<file path="src/rtl/mpsk_phase_gen.sv">
// M-ary PSK phase generator: buffers symbols in a small FIFO and emits the sine-LUT
// index (carrier position plus symbol phase offset), registered with one-cycle latency.
module mpsk_phase_gen #(
    parameter int SINE_RESOLUTION   = 256,
    parameter int WAVELENGTH        = 16,
    parameter int BITS_PER_SYMBOL   = 2,
    parameter int CYCLES_PER_SYMBOL = 2,
    parameter int FIFO_DEPTH        = 4,
    parameter int GRAY              = 1
) (
    input  logic                               clk,
    input  logic                               rst,
    input  logic [BITS_PER_SYMBOL-1:0]         sym_data,
    input  logic                               sym_valid,
    output logic                               sym_ready,
    output logic [$clog2(SINE_RESOLUTION)-1:0] phase,
    output logic                               sym_active,
    output logic                               sym_start,
    output logic                               underrun
);
    localparam int PHASE_W = $clog2(SINE_RESOLUTION);
    localparam int STEP    = SINE_RESOLUTION / WAVELENGTH;
    localparam int STEP_SH = $clog2(STEP);
    localparam int IDX_W   = (WAVELENGTH > 1) ? $clog2(WAVELENGTH) : 1;
    localparam int CYC_W   = (CYCLES_PER_SYMBOL > 1) ? $clog2(CYCLES_PER_SYMBOL) : 1;
    localparam int PTR_W   = $clog2(FIFO_DEPTH);
    localparam int CNT_W   = PTR_W + 1;
    localparam int OFF_SH  = PHASE_W - BITS_PER_SYMBOL;

    typedef enum logic {S_IDLE, S_RUN} state_t;

    state_t                     r_state;
    state_t                     w_state_nxt;
    logic [IDX_W-1:0]           r_index;
    logic [CYC_W-1:0]           r_cyc;
    logic [PHASE_W-1:0]         r_cur_offset;
    logic [PHASE_W-1:0]         w_offset_nxt;
    logic [PHASE_W-1:0]         w_new_offset;
    logic [PHASE_W-1:0]         w_carrier;
    logic [BITS_PER_SYMBOL-1:0] w_head;
    logic [BITS_PER_SYMBOL-1:0] w_sym_map;
    logic                       w_index_wrap;
    logic                       w_boundary;
    logic                       w_underrun_evt;

    logic [BITS_PER_SYMBOL-1:0] r_mem [FIFO_DEPTH];
    logic [PTR_W-1:0]           r_wr_ptr;
    logic [PTR_W-1:0]           r_rd_ptr;
    logic [CNT_W-1:0]           r_count;
    logic                       w_full;
    logic                       w_empty;
    logic                       w_push;
    logic                       w_pop;

    logic [PHASE_W-1:0]         r_phase;
    logic                       r_sym_active;
    logic                       r_popped;
    logic                       r_sym_start;
    logic                       r_und_evt;
    logic                       r_underrun;

    assign w_index_wrap = (r_index == IDX_W'(WAVELENGTH - 1));
    assign w_boundary   = w_index_wrap && (r_cyc == CYC_W'(CYCLES_PER_SYMBOL - 1));

    always_ff @(posedge clk) begin
        if (rst) begin
            r_index <= '0;
            r_cyc   <= '0;
        end else begin
            r_index <= w_index_wrap ? '0 : r_index + IDX_W'(1);
            if (w_index_wrap) begin
                r_cyc <= (r_cyc == CYC_W'(CYCLES_PER_SYMBOL - 1)) ? '0 : r_cyc + CYC_W'(1);
            end
        end
    end

    // Pop only looks at the pre-push count, so a symbol never bypasses the buffer.
    assign w_full    = (r_count == CNT_W'(FIFO_DEPTH));
    assign w_empty   = (r_count == '0);
    assign sym_ready = !w_full;
    assign w_push    = sym_valid && !w_full;
    assign w_pop     = w_boundary && !w_empty;
    assign w_head    = r_mem[r_rd_ptr];

    always_ff @(posedge clk) begin
        if (w_push) begin
            r_mem[r_wr_ptr] <= sym_data;
        end
    end

    always_ff @(posedge clk) begin
        if (rst) begin
            r_wr_ptr <= '0;
            r_rd_ptr <= '0;
            r_count  <= '0;
        end else begin
            if (w_push) begin
                r_wr_ptr <= r_wr_ptr + PTR_W'(1);
            end
            if (w_pop) begin
                r_rd_ptr <= r_rd_ptr + PTR_W'(1);
            end
            case ({w_push, w_pop})
                2'b10:   r_count <= r_count + CNT_W'(1);
                2'b01:   r_count <= r_count - CNT_W'(1);
                default: r_count <= r_count;
            endcase
        end
    end

    assign w_sym_map    = (GRAY != 0) ? (w_head ^ (w_head >> 1)) : w_head;
    assign w_new_offset = PHASE_W'(w_sym_map) << OFF_SH;

    always_ff @(posedge clk) begin
        if (rst) begin
            r_state      <= S_IDLE;
            r_cur_offset <= '0;
        end else begin
            r_state      <= w_state_nxt;
            r_cur_offset <= w_offset_nxt;
        end
    end

    always_comb begin
        w_state_nxt    = r_state;
        w_offset_nxt   = r_cur_offset;
        w_underrun_evt = 1'b0;
        if (w_boundary) begin
            if (!w_empty) begin
                w_state_nxt  = S_RUN;
                w_offset_nxt = w_new_offset;
            end else begin
                w_state_nxt    = S_IDLE;
                w_offset_nxt   = '0;
                w_underrun_evt = (r_state == S_RUN);
            end
        end
    end

    // Flags are delayed so that they line up with the phase sample they describe.
    assign w_carrier = PHASE_W'(r_index) << STEP_SH;

    always_ff @(posedge clk) begin
        if (rst) begin
            r_phase      <= '0;
            r_sym_active <= 1'b0;
            r_popped     <= 1'b0;
            r_sym_start  <= 1'b0;
            r_und_evt    <= 1'b0;
            r_underrun   <= 1'b0;
        end else begin
            r_phase      <= w_carrier + r_cur_offset;
            r_sym_active <= (r_state == S_RUN);
            r_popped     <= w_pop;
            r_sym_start  <= r_popped;
            r_und_evt    <= w_underrun_evt;
            r_underrun   <= r_und_evt;
        end
    end

    assign phase      = r_phase;
    assign sym_active = r_sym_active;
    assign sym_start  = r_sym_start;
    assign underrun   = r_underrun;
endmodule

</file>
<file path="config.mk">
export PLATFORM = sky130hd
export DESIGN_NAME = mpsk_phase_gen
export DESIGN_NICKNAME = d
export VERILOG_FILES = /design/src/rtl/mpsk_phase_gen.sv
export SDC_FILE = /design/constraint.sdc
export NUM_CORES = 1
export LEC_CHECK = 0
export CAP_MARGIN = 40
export CORE_ASPECT_RATIO = 0.75
export CORE_MARGIN = 2
export CORE_UTILIZATION = 53
export CTS_CLUSTER_SIZE = 25
export DETAILED_ROUTE_END_ITERATION = 6
export GPL_TIMING_DRIVEN = 0
export PLACE_DENSITY_LB_ADDON = 0.08
export SYNTH_ARGS = -nofsm -noshare
export SYNTH_HDL_FRONTEND = slang
export SYNTH_SLANG_ARGS = --single-unit
</file>
<file path="constraint.sdc">
create_clock -name clk -period 2.6 [get_ports clk]
set_input_delay 0.26 -clock clk [delete_from_list [all_inputs] [get_ports clk]]
set_output_delay 0.26 -clock clk [all_outputs]
set_load 0.02 [all_outputs]
</file>
==> impl_results.md <==
- Outcome: complete, no violations
- Max Clk Rate: 436.4 MHz
- Fin crit share: 88.13%
- Initial antenna violation count: 0
- Sink Count: 34
- Worst IR Drop VDD: 0.0003998 V
- Post-Syn Instances: 119
- Initial DRC count: 62
- Hold Vio Cnt, Final: 0
- Reg2Reg Depth: 6
- I/O pin count: 17
- Worst Tran Pin Value: 0.7008 ns
- RSZ-0062 raised after global routing: no
- CTS Root Cell: clkbuf_4
- Max-slew headroom: 52.92%
- Arrival time worst endpoint: 2.51 ns
- Yosys warns: 0
- Drt pass-1 iters: 4
- Cells along the critical path: nor3_1 -> nor3_1 -> fa_1 -> and3_1 -> mux2i_1 -> mux2_2
- Post-DR vias/cell: 4.847
- GP Congestion: 0.7409
- CP Launch Type: flop
- Worst r2r src: r_count[0]$_SDFFE_PP0P_
- Crit. End Element: flop
- Cell Rows: 16
- Die area: 3106 sq um
- Required @ worst endpoint: 2.82 ns
- Worst-skew pair later-pin latency: 0.33 ns
- CORE AREA: 2582 sq um
- Fraction of layout cells with a size suffix above 1: 14.89%
- Post-route insts no fill: 177
- Avg Inst Size Synth: 11.90 sq um
- Max-Cap Viols: 0
- Total gr overflow: 0
- Pwr dens: 666.1 nW/um^2
- Critical path class: reg2reg
- Post-cts resize count: 0
- Mapped Area: 1416 sq um
- Area Growth Syn to Fin: 19.26%
- Distinct cells, synth: 32
- Initial Util: 54.84%
- Largest net degree at the start of global routing: 12
- CP max stage delay: 0.61 ns
- Maximum net fanout on the critical path: 5
- Dpl hpwl: 1561 um
- Vias in the first global route: 861
- Final Total Pwr: 0.001125 W
- Worst hold start: rst
- Worst hold path class: in2reg
- Routed WL: 2138 um
- Pleak: 0.6770 nW
- Crit path capture: r_count[2]$_SDFFE_PP0P_
- Die Ht: 48.77 um
- H-tree lvl count: 2
- DRC violations left: 0
- # diodes: 0
- Slew Viols, Final: 0
- CTS Hold Bufs: 0
- Final Critical Period: 2.291 ns
- # port buffers: 11
- Clock transition at path regs: 0.09 ns
- Flop2flop setup slack: 0.31 ns
- Number of nets in the layout: 152
- Reg2reg end: r_count[2]$_SDFFE_PP0P_
- Fin Clk Skew: 0.01104 ns
- Worst setup startpoint: r_count[0]$_SDFFE_PP0P_
- Critical Path Most Common Cell: nor3_1
- Final antenna-violating net count: 0
- Placed insts: 169
- Maximum clock insertion buffer count: 2
- Yosys reg bits: 34
- First-pass GRT wire length: 3691 um
- Die width: 63.69 um
- GR Util All Layers: 16.21%
- Slowest-stage cell, CP: nor3_1
- # Post-CTS Setup Buffers: 0
- Total CTS buffers: 5
- Final setup fails: 0
- Via count: 858
- Sequential fraction of the synthesis area: 53.71%
- Post-route setup TNS: 0 ns
- Routed len/inst: 12.08 um
- CTS tree: yes
==> metal layers <==
layer | vias to the layer above | wire, um | GRT usage (%)
li1 | 433 | - | -
met5 | - | 0 | 0
met4 | 0 | 29 | 4.348
met2 | 16 | 1001 | 26.67
met3 | 6 | 105 | 7.621
met1 | 403 | 1002 | 19.17
==> worst max-delay path, delay by kind of cell (launching register included) <==
family | cells | cell delay (ns)
simple gates | 3 | 0.94
mux | 2 | 0.47
fa+ha+maj | 1 | 0.42
flops | 1 | 0.37
==> state kept, by name, summed over array words and instances (netlist names), 2 cells and up, named ones only <==
name and flops:
r_count 3, r_index 4, r_rd_ptr 2, r_mem 8, r_cur_offset 2, phase 4, r_wr_ptr 2
==> synthesized netlist by cell type (all sizes together) <==
master	count	area share [%]
dfxtp	26	37
nor2	15	4.5
buf	8	4.2
edfxtp	8	17
nor2b	8	3.5
xnor2	7	5.7
and3	6	2.7
ha	6	5.3
a21oi	4	1.4
nor3	4	1.4
inv	3	0.79
mux2i	3	2.1
a22oi	2	1.1
mux2	2	1.6
mux4	2	3.2
nand2b	2	0.88
nor3b	2	1.1
xor2	2	1.2
and2	1	0.62
and4	1	0.62
clkbuf	1	0.26
conb	1	0.26
fa	1	1.4
nand4	1	0.88
nand4b	1	0.62
o21ai	1	0.35
or3b	1	0.62
==> layout by cell type (no fill, tap or decap), drive strengths merged <==
cell            n
ha              6
nor3            4
conb            4
nor2           15
mux4            2
fa              1
o21ai           1
a21oi           4
mux2            2
and4            1
bufinv          1
inv             3
a22oi           2
xor2            2
clkbuf          8
nor3b           2
and2            1
dfxtp          26
xnor2           7
nor2b           8
edfxtp          8
clkdlybuf4s50  11
buf             8
and3            6
nand4           1
nand4b          1
or3b            1
mux2i           3
nand2b          2
==> power breakdown <==
part | switching [W] | internal (W) | total (W) | leakage [nW]
registers | 0.0000151 | 0.000560 | 0.000575 | 0.285
clock network | 0.000173 | 0.000287 | 0.000460 | 0.0567
logic | 0.0000468 | 0.0000434 | 0.0000902 | 0.336
total | 0.000235 | 0.000890 | 0.00113 | 0.677
==> logic make-up after synthesis <==
group                      after synthesis  share of synthesized area [%]
DFF                                     34                          53.71
buffers and inverters                   12                          5.300
and+or+nand+nor                         42                          17.40
xor gates and xnor gates                 9                          6.891
muxes                                    7                          6.890
other                                    1                         0.2648
AOI/OAI and AO/OA                        7                          2.826
adders and majority gates                7                          6.714
==> final cells by class <==
class	instances	area, sq um
buffer	9	63.81
fill	190	893.4
clock inverter	1	30.03
clock buffer	7	76.32
tap	36	45.04
inverter	3	11.26
multi-input combinational	76	591.8
timing repair buffer	11	110.1
sequential	34	760.7
==> through the flow <==
stage          cell area [sq um]  setup slack [ns]  hold WS, ns  utilization (%)
3_5_place_dp                1583            0.1908       0.4333            61.29
2_1_floorplan               1428            0.4208       0.3589                -
5_1_grt                     1689            0.1945       0.3130            65.41
6_report                    1689            0.3087       0.2751            65.41
4_1_cts                     1689            0.2954       0.2685            65.41
3_3_place_gp                1583            0.2505       0.4181            61.29
==> worst min path at each step <==
stage	end	slack, ns	cells after the start
finish	phase[4]$_SDFF_PP0_	0.28	2
global placement	sym_start$_SDFF_PP0_	0.42	1
CTS	phase[4]$_SDFF_PP0_	0.27	2
floorplan	r_mem[0][0]$_DFFE_PP_	0.36	0
global route	phase[4]$_SDFF_PP0_	0.31	2
detailed placement	underrun$_SDFF_PP0_	0.43	1
(Power assumes the default switching activity.)
